`config.mk`:
```
export PLATFORM = sky130hd
export DESIGN_NAME = transmit
export DESIGN_NICKNAME = d
export VERILOG_FILES = /design/src/rtl/transmit_pkg.sv /design/src/rtl/transmit_bit_timer.sv /design/src/rtl/transmit.sv
export SDC_FILE = /design/constraint.sdc
export NUM_CORES = 1
export LEC_CHECK = 0
export ABC_AREA = 0
export ABC_CLOCK_PERIOD_IN_PS = 3300
export BUFFER_PORTS_ARGS = -buffer_cell sky130_fd_sc_hd__clkbuf_2
export CORE_MARGIN = 2
export CORE_UTILIZATION = 60
export CTS_CLUSTER_SIZE = 12
export DETAILED_ROUTE_END_ITERATION = 7
export PLACE_DENSITY = 0.81
export SLEW_MARGIN = 20
export SYNTH_ARGS = -nofsm -noshare
export SYNTH_HDL_FRONTEND = slang
export SYNTH_SLANG_ARGS = --single-unit
```
`constraint.sdc`:
```
create_clock -name clk -period 3.3 [get_ports clk]
set_input_delay 0.33 -clock clk [delete_from_list [all_inputs] [get_ports clk]]
set_output_delay 0.33 -clock clk [all_outputs]
set_load 0.005 [all_outputs]
```
`src/rtl/transmit_pkg.sv`:
```
// Shared definitions for the single-wire serial transmitter and its helpers.
package transmit_pkg;

    typedef enum logic [2:0] {
        ST_IDLE  = 3'd0,
        ST_START = 3'd1,
        ST_DATA  = 3'd2,
        ST_STOP  = 3'd3,
        ST_GAP   = 3'd4
    } tx_state_t;

    localparam logic LINE_IDLE = 1'b1;
    localparam logic START_BIT = 1'b0;
    localparam logic STOP_BIT  = 1'b0;

    localparam int DATA_BITS = 8;
    localparam int BIT_CNT_W = $clog2(DATA_BITS);

endpackage

```
`src/rtl/transmit_bit_timer.sv`:
```
// Bit-period timer: counts 0..CLKS_PER_BIT-1 and ticks on the wrap.
module transmit_bit_timer #(
    parameter int CLKS_PER_BIT = 1,
    parameter int CNT_W        = $clog2(CLKS_PER_BIT) + 1
) (
    input  logic clk,
    input  logic rst,
    input  logic clear,
    output logic tick,
    output logic tick_early
);

    localparam logic [CNT_W-1:0] CNT_MAX  = CNT_W'(CLKS_PER_BIT - 1);
    localparam logic [CNT_W-1:0] CNT_PREV = CNT_W'(CLKS_PER_BIT - 2);

    logic [CNT_W-1:0] cnt_r;

    // Period counter, held at zero while cleared.
    always_ff @(posedge clk) begin
        if (rst || clear) begin
            cnt_r <= '0;
        end else if (cnt_r == CNT_MAX) begin
            cnt_r <= '0;
        end else begin
            cnt_r <= cnt_r + CNT_W'(1);
        end
    end

    assign tick = !clear && (cnt_r == CNT_MAX);

    // tick_early: the tick fires in the following cycle (single-clock periods tick every cycle).
    assign tick_early = (CLKS_PER_BIT == 1) ? 1'b1 : (cnt_r == CNT_PREV);

endmodule

```
`src/rtl/transmit.sv`:
```
// Serial byte transmitter: START, D7..D0, STOP, idle gap, with a one-deep holding register.
module transmit
    import transmit_pkg::*;
#(
    parameter int CLKS_PER_BIT = 1,
    parameter int IDLE_BITS    = 1
) (
    input  logic       clk,
    input  logic       rst,
    input  logic [7:0] word,
    input  logic       send,
    output logic       txd,
    output logic       transmit_ready,
    output logic       busy,
    output logic       frame_done
);

    localparam int CNT_W = $clog2(CLKS_PER_BIT * IDLE_BITS) + 1;
    localparam logic [CNT_W-1:0]     GAP_LAST = CNT_W'(IDLE_BITS - 1);
    localparam logic [BIT_CNT_W-1:0] BIT_LAST = BIT_CNT_W'(DATA_BITS - 1);

    tx_state_t             state_r;
    logic [DATA_BITS-1:0]  shift_r;
    logic [DATA_BITS-1:0]  hold_r;
    logic                  hold_valid_r;
    logic [BIT_CNT_W-1:0]  bit_cnt_r;
    logic [CNT_W-1:0]      gap_cnt_r;
    logic                  txd_r;
    logic                  ready_r;
    logic                  busy_r;
    logic                  frame_done_r;

    logic tick_s;
    logic tick_early_s;
    logic accept_s;
    logic gap_end_s;
    logic capture_s;

    transmit_bit_timer #(
        .CLKS_PER_BIT (CLKS_PER_BIT),
        .CNT_W        (CNT_W)
    ) u_bit_timer (
        .clk        (clk),
        .rst        (rst),
        .clear      (state_r == ST_IDLE),
        .tick       (tick_s),
        .tick_early (tick_early_s)
    );

    assign accept_s  = send && ready_r;
    assign gap_end_s = (state_r == ST_GAP) && tick_s && (gap_cnt_r == GAP_LAST);
    // A send landing exactly on the end of GAP goes straight to the shifter instead.
    assign capture_s = accept_s && (state_r != ST_IDLE) && !gap_end_s;

    // Frame FSM with shifter, holding register and registered line/handshake outputs.
    always_ff @(posedge clk) begin
        if (rst) begin
            state_r      <= ST_IDLE;
            shift_r      <= '0;
            hold_r       <= '0;
            hold_valid_r <= 1'b0;
            bit_cnt_r    <= '0;
            gap_cnt_r    <= '0;
            txd_r        <= LINE_IDLE;
            ready_r      <= 1'b1;
            busy_r       <= 1'b0;
            frame_done_r <= 1'b0;
        end else begin
            frame_done_r <= 1'b0;
            if (capture_s) begin
                hold_r       <= word;
                hold_valid_r <= 1'b1;
                ready_r      <= 1'b0;
            end
            case (state_r)
                ST_IDLE: begin
                    if (accept_s) begin
                        shift_r <= word;
                        state_r <= ST_START;
                        txd_r   <= START_BIT;
                        busy_r  <= 1'b1;
                    end else begin
                        txd_r  <= LINE_IDLE;
                        busy_r <= 1'b0;
                    end
                end
                ST_START: begin
                    busy_r <= 1'b1;
                    if (tick_s) begin
                        state_r   <= ST_DATA;
                        bit_cnt_r <= '0;
                        txd_r     <= shift_r[DATA_BITS-1];
                    end
                end
                ST_DATA: begin
                    if (tick_s) begin
                        if (bit_cnt_r == BIT_LAST) begin
                            state_r      <= ST_STOP;
                            txd_r        <= STOP_BIT;
                            frame_done_r <= tick_early_s;
                        end else begin
                            bit_cnt_r <= bit_cnt_r + BIT_CNT_W'(1);
                            shift_r   <= {shift_r[DATA_BITS-2:0], 1'b0};
                            txd_r     <= shift_r[DATA_BITS-2];
                        end
                    end
                end
                ST_STOP: begin
                    if (tick_s) begin
                        state_r   <= ST_GAP;
                        gap_cnt_r <= '0;
                        txd_r     <= LINE_IDLE;
                    end else begin
                        frame_done_r <= tick_early_s;
                    end
                end
                ST_GAP: begin
                    if (gap_end_s) begin
                        if (hold_valid_r) begin
                            shift_r      <= hold_r;
                            hold_valid_r <= 1'b0;
                            ready_r      <= 1'b1;
                            state_r      <= ST_START;
                            txd_r        <= START_BIT;
                        end else if (accept_s) begin
                            shift_r <= word;
                            state_r <= ST_START;
                            txd_r   <= START_BIT;
                        end else begin
                            state_r <= ST_IDLE;
                            txd_r   <= LINE_IDLE;
                            busy_r  <= 1'b0;
                        end
                    end else if (tick_s) begin
                        gap_cnt_r <= gap_cnt_r + CNT_W'(1);
                    end
                end
                default: begin
                    state_r <= ST_IDLE;
                    txd_r   <= LINE_IDLE;
                    busy_r  <= 1'b0;
                end
            endcase
        end
    end

    assign txd            = txd_r;
    assign transmit_ready = ready_r;
    assign busy           = busy_r;
    assign frame_done     = frame_done_r;

endmodule

```
# Word-level counts from Yosys, hierarchy flattened
# Index checks and enable logic that the tools add are counted.
[totals] regBits=29 latchBits=0 mem_bits_rw=0 romBits=0 input_bits=11 output_inout_bits=4 elab_cells=103 n_memories=0
[op_classes] add_sub_neg=3 mul=0 div=0 order_cmp=0 n_eq_ne=16 shifts=0 muxes=48 n_bitwise=3 n_reduce_logical=22
[ops] cell="$mux 8" n=5
[ops] cell="$mux 1" n=27
[ops] cell="$mux 3" n=9
[ops] cell="$pmux 8 s3" n=1
[ops] cell="$ne 2x2->1 const B" n=11
[ops] cell="$reduce_and 4->1" n=5
[ops] cell="$pmux 3 s5" n=1
[ops] cell="$eq 3x2->1 const B" n=2
[ops] cell="$eq 3x3->1 const B" n=2
[ops] cell="$logic_and 1x1->1" n=6
[ops] cell="$pmux 3 s2" n=1
[ops] cell="$reduce_and 6->1" n=1
[ops] cell="$reduce_bool 3->1" n=2
[ops] cell="$pmux 1 s5" n=1
[ops] cell="$pmux 1 s2" n=2
[ops] cell="$pmux 1 s4" n=1
[ops] cell="$reduce_bool 2->1" n=2
[ops] cell="$reduce_or 2->1" n=2
[ops] cell="$add 3x1->3 const B" n=1
[ops] cell="$eq 3x1->1 const B" n=1
[ops] cell="$logic_not 3->1" n=1
[ops] cell="$not 1->1" n=3
[ops] cell="$add 1x1->1 const B" n=2
[ops] cell="$logic_not 1->1" n=2
[ops] cell="$logic_or 1x1->1" n=1

# Longest topological paths before layout
[logic_depth] ltp_word=11 ltp_mapped=6 depth_no_buf=6

# By module
# Synthesis repeated with hierarchy kept, for this count alone.
[hier_totals] hier_cells=181 area_unflattened_um2=1529.0
[modules_own_cells] mod="transmit" instances=1 cells_each=176 area_per_inst_um2=1490.2 seq_area_each_um2=560.5
[modules_own_cells] mod="transmit_bit_timer" instances=1 cells_each=5 area_per_inst_um2=38.8 seq_area_each_um2=20.0

# Least setup slack after synthesis
# Ideal clock, no wire load.
[synth_path] kind="register -> register" start="register bit_cnt_r[0]" end="register shift_r[4]" setup_ns=0.117 arrival_ns=1.410 required_time_ns=3.183 slack_ns=1.773 stages_incl_launch_ff=7 n_path_buf=0 period_less_slack_ns=1.527 path_cell_list="dfxtp_1 ha_1 ha_1 o21ai_0 a22o_2 a21oi_1 a22o_1"
[synth_between] elab_chain_cells=3
[synth_lines] item="from (decl)" line_no="transmit.sv:26" text="logic [BIT_CNT_W-1:0] bit_cnt_r;"
[synth_lines] item="from (signal assigned)" line_no="transmit.sv:102" text="bit_cnt_r <= bit_cnt_r + BIT_CNT_W'(1);"
[synth_lines] item="$eq 3x3->1" line_no="transmit.sv:97" text="if (bit_cnt_r == BIT_LAST) begin"
[synth_lines] item="$ne 2x2->1 (no source line)"
[synth_lines] item="$reduce_and 4->1 (no source line)"
[synth_lines] item="to (signal assigned)" line_no="transmit.sv:103" text="shift_r <= {shift_r[DATA_BITS-2:0], 1'b0};"
[synth_lines] item="to (signal assigned)" line_no="transmit.sv:120" text="shift_r <= hold_r;"
[synth_lines] item="to (signal assigned)" line_no="transmit.sv:126" text="shift_r <= word;"
[synth_lines] item="to (decl)" line_no="transmit.sv:23" text="logic [DATA_BITS-1:0] shift_r;"
# Every way passes these cells.
# A chain may end at the register's enable or synchronous reset.

# Final worst setup path
[layout_path] start="register state_r[1]" end="register shift_r[0]"
[layout_between] elab_chain_cells=7 word_cells_on_any_way=13 classes_between="eq/ne: 5; mux: 1; reduce/logical: 7"
[layout_lines] item="from (decl)" line_no="transmit.sv:22" text="tx_state_t state_r;"
[layout_lines] item="from (signal assigned)" line_no="transmit.sv:58" text="state_r <= ST_IDLE;"
[layout_lines] item="from (signal assigned)" line_no="transmit.sv:79" text="state_r <= ST_START;"
[layout_lines] item="from (signal assigned)" line_no="transmit.sv:90" text="state_r <= ST_DATA;"
[layout_lines] item="$logic_not 3->1" line_no="transmit.sv:45, transmit.sv:75"
[layout_lines] item="$logic_not 1->1" line_no="transmit_bit_timer.sv:29" text="assign tick = !clear && (cnt_r == CNT_MAX);"
[layout_lines] item="$logic_and 1x1->1" line_no="transmit_bit_timer.sv:29"
[layout_lines] item="$logic_and 1x1->1 (2 in series)" line_no="transmit.sv:51" text="assign gap_end_s = (state_r == ST_GAP) && tick_s && (gap_cnt_r == GAP_LAST);"
[layout_lines] item="$ne 2x2->1 (no source line)"
[layout_lines] item="$reduce_and 4->1 (no source line)"
[layout_lines] item="to (signal assigned)" line_no="transmit.sv:78" text="shift_r <= word;"
[layout_lines] item="to (signal assigned)" line_no="transmit.sv:103"
[layout_lines] item="to (signal assigned)" line_no="transmit.sv:120"
# Parallel ways exist; a longest one is shown, timed or not.

==> out/metrics.csv <==
metric,value,unit
path_max_fanout,17,
cap_violations,0,
seq_area,581,um2
hold_depth,3,
die_y,53.5,um
max_clock_freq,480,MHz
final_cell_mix,"29 x dfxtp_1, 25 x nor2_1, 14 x clkbuf_2",
ant_nets,0,
timing.slew.headroom,49.6,%
hold_buffers,0,
async_reset_ff_share,0,%
cts.path.max_buffers,2,
synthToLayoutAreaGrowth,6.82,%
drive_gt1_share,18.9,%
remaining_drc_errors,0,
cts_root_buf,clkbuf_4,
drt_iter0_drc,51,
p_per_area,495,nW/um2
ys_warn_count,0,
viasPerCell,6.17,
yosysSeqAreaShare,39.6,%
grt_pass1_wl,5150,um
finalClockSkew,0.0175,ns
grt_usage,25.9,%
dr.pass1.iters,4,
cp_data_required_time,3.54,ns
synth_nets,176,
syn_area_per_cell,9.00,um2
yosysUniqueCellTypes,50,
dpl.hpwl,2180,um
cts_tree,yes,
clk_latency,0.34,ns
layout_setup_ws,1.22,ns
tightest_slew,0.753,ns
fin_crit,2.08,ns
grt_antenna_before_repair,0,
rsz0062_at_grt,no,
post-cts-setup-buffer-count,0,
dp_slack,1.23,ns
reg2reg_depth,4,
io_pins,15,
place_congestion,0.849,
synth_edf_count,0,
wirelength,3140,um
synth-main-ff-cell,dfxtp_1,
nNetsFinal,187,
setup-violations-final,0,
cts.htree.levels,2,
antenna_cells,0,
multi_input_area,820,um2
num_vias,1252,
cp-end-kind,flop,
wire_per_inst,15.5,um
gr-total-overflow,0,
fillers,189,
synth_seq_cells,29,
port_buffers,14,
die_w,53.5,um
clkTransAtPathRegs,0.10,ns
critPathLaunchType,flop,
core-area,2250,um2
crit_arrival,2.33,ns
status,"complete, no violations",
syn_area,1470,um2
ir_drop,0.385,mV
rows,17,
finalCritPeriodShare,63.1,%
numCtsBuffers,5,
initial_utilization,65.1,%
hold_viol_final,0,
p_total,776,uW
p_leak,0.655,nW
final_common_cell,dfxtp_1,
synthCells,163,
cts_resized,0,
crit_type,flop to flop,
fp.dieArea,2860,um2
grt_pass1_vias,1116,
clock_sinks,29,
hp-class,input port to flop,
setup-tns-final,0,ns
report.final.slew_viol_count,0,
grt_max_degree,27,
-- state kept, by name, indices dropped and copies added, names as in the netlist --
signal / cells
txd: 1
hold_valid_r: 1
busy: 1
gap_cnt_r: 1
hold_r: 8
frame_done: 1
state_r: 3
shift_r: 8
u_bit_timer.cnt_r: 1
bit_cnt_r: 3
transmit_ready: 1
-- per-stage QoR --
stage	util [%]	instances	cell area [um2]	hold WS [ns]
finish	69.5	203	1570	0.244
global route	69.5	203	1570	0.246
CTS	69.5	203	1570	0.237
detailed placement	67.3	195	1520	0.465
global placement	67.3	195	1520	0.462
floorplan	-	163	1470	0.443
-- Yosys cell counts, types with 2 or more instances --
library cell | instances | area share (%)
a21o_1 | 4 | 2.0
a21oi_1 | 9 | 3.1
a22o_1 | 9 | 5.4
a22oi_1 | 5 | 2.6
a311oi_1 | 4 | 2.4
buf_2 | 3 | 1.0
buf_4 | 2 | 1.0
clkbuf_1 | 3 | 0.77
dfxtp_1 | 29 | 40
ha_1 | 2 | 1.7
inv_1 | 3 | 0.77
mux2_2 | 3 | 2.3
mux2i_1 | 9 | 6.1
nand2_1 | 8 | 2.0
nand2b_1 | 2 | 0.85
nor2_1 | 25 | 6.4
nor3_1 | 4 | 1.4
o21ai_0 | 7 | 2.4
-- power breakdown --
| part | internal (mW) | switching, mW | leakage [nW] | total (mW) |
|---|---|---|---|---|
| clock network | 0.0809 | 0.126 | 0.0320 | 0.207 |
| logic | 0.0715 | 0.0832 | 0.386 | 0.155 |
| registers | 0.381 | 0.0330 | 0.237 | 0.414 |
| total | 0.534 | 0.242 | 0.655 | 0.776 |
-- worst paths after layout --
path,slack (ns),start,to
max,1.22,state_r[1]$_SDFFE_PP0P_,shift_r[0]$_SDFFE_PP0P_
min,0.24,word[6],hold_r[6]$_SDFFE_PP0P_
max reg2reg,1.22,state_r[1]$_SDFFE_PP0P_,shift_r[0]$_SDFFE_PP0P_
min reg2reg,0.50,hold_r[3]$_SDFFE_PP0P_,hold_r[3]$_SDFFE_PP0P_
-- final cells by class --
class	instances	area share (%)
multi-input combinational	121	52.3
sequential	29	37.0
timing repair buffer	14	4.47
clock buffer	6	2.63
tap	28	2.23
inverter	3	0.718
clock inverter	2	0.638
-- worst max-delay path, stage by stage, from the launching register on --
cell and delay, ns:
dfxtp_1 0.62, nor3b_2 0.71, nor2_2 0.14, a32o_1 0.30
a22o_1 0.22
-- logic make-up after synthesis --
kind of cell | count (synthesis) | synth area share [%]
buffers and inverters | 13 | 4.60
adder cells (fa/ha/maj) | 2 | 1.70
AND/OR/NAND/NOR | 53 | 18.3
other | 1 | 0.256
AO/OA/AOI/OAI | 52 | 26.5
XOR/XNOR | 1 | 0.597
multiplexers | 12 | 8.44
flip-flops | 29 | 39.6
-- routing by layer --
metal,vias up,wire length (um),global-route usage (%)
met5,-,0,0
met4,0,64,12.4
met3,8,166,8.47
met2,36,1470,41.4
met1,584,1440,31.0
li1,624,-,-
(Power assumes the default switching activity.)
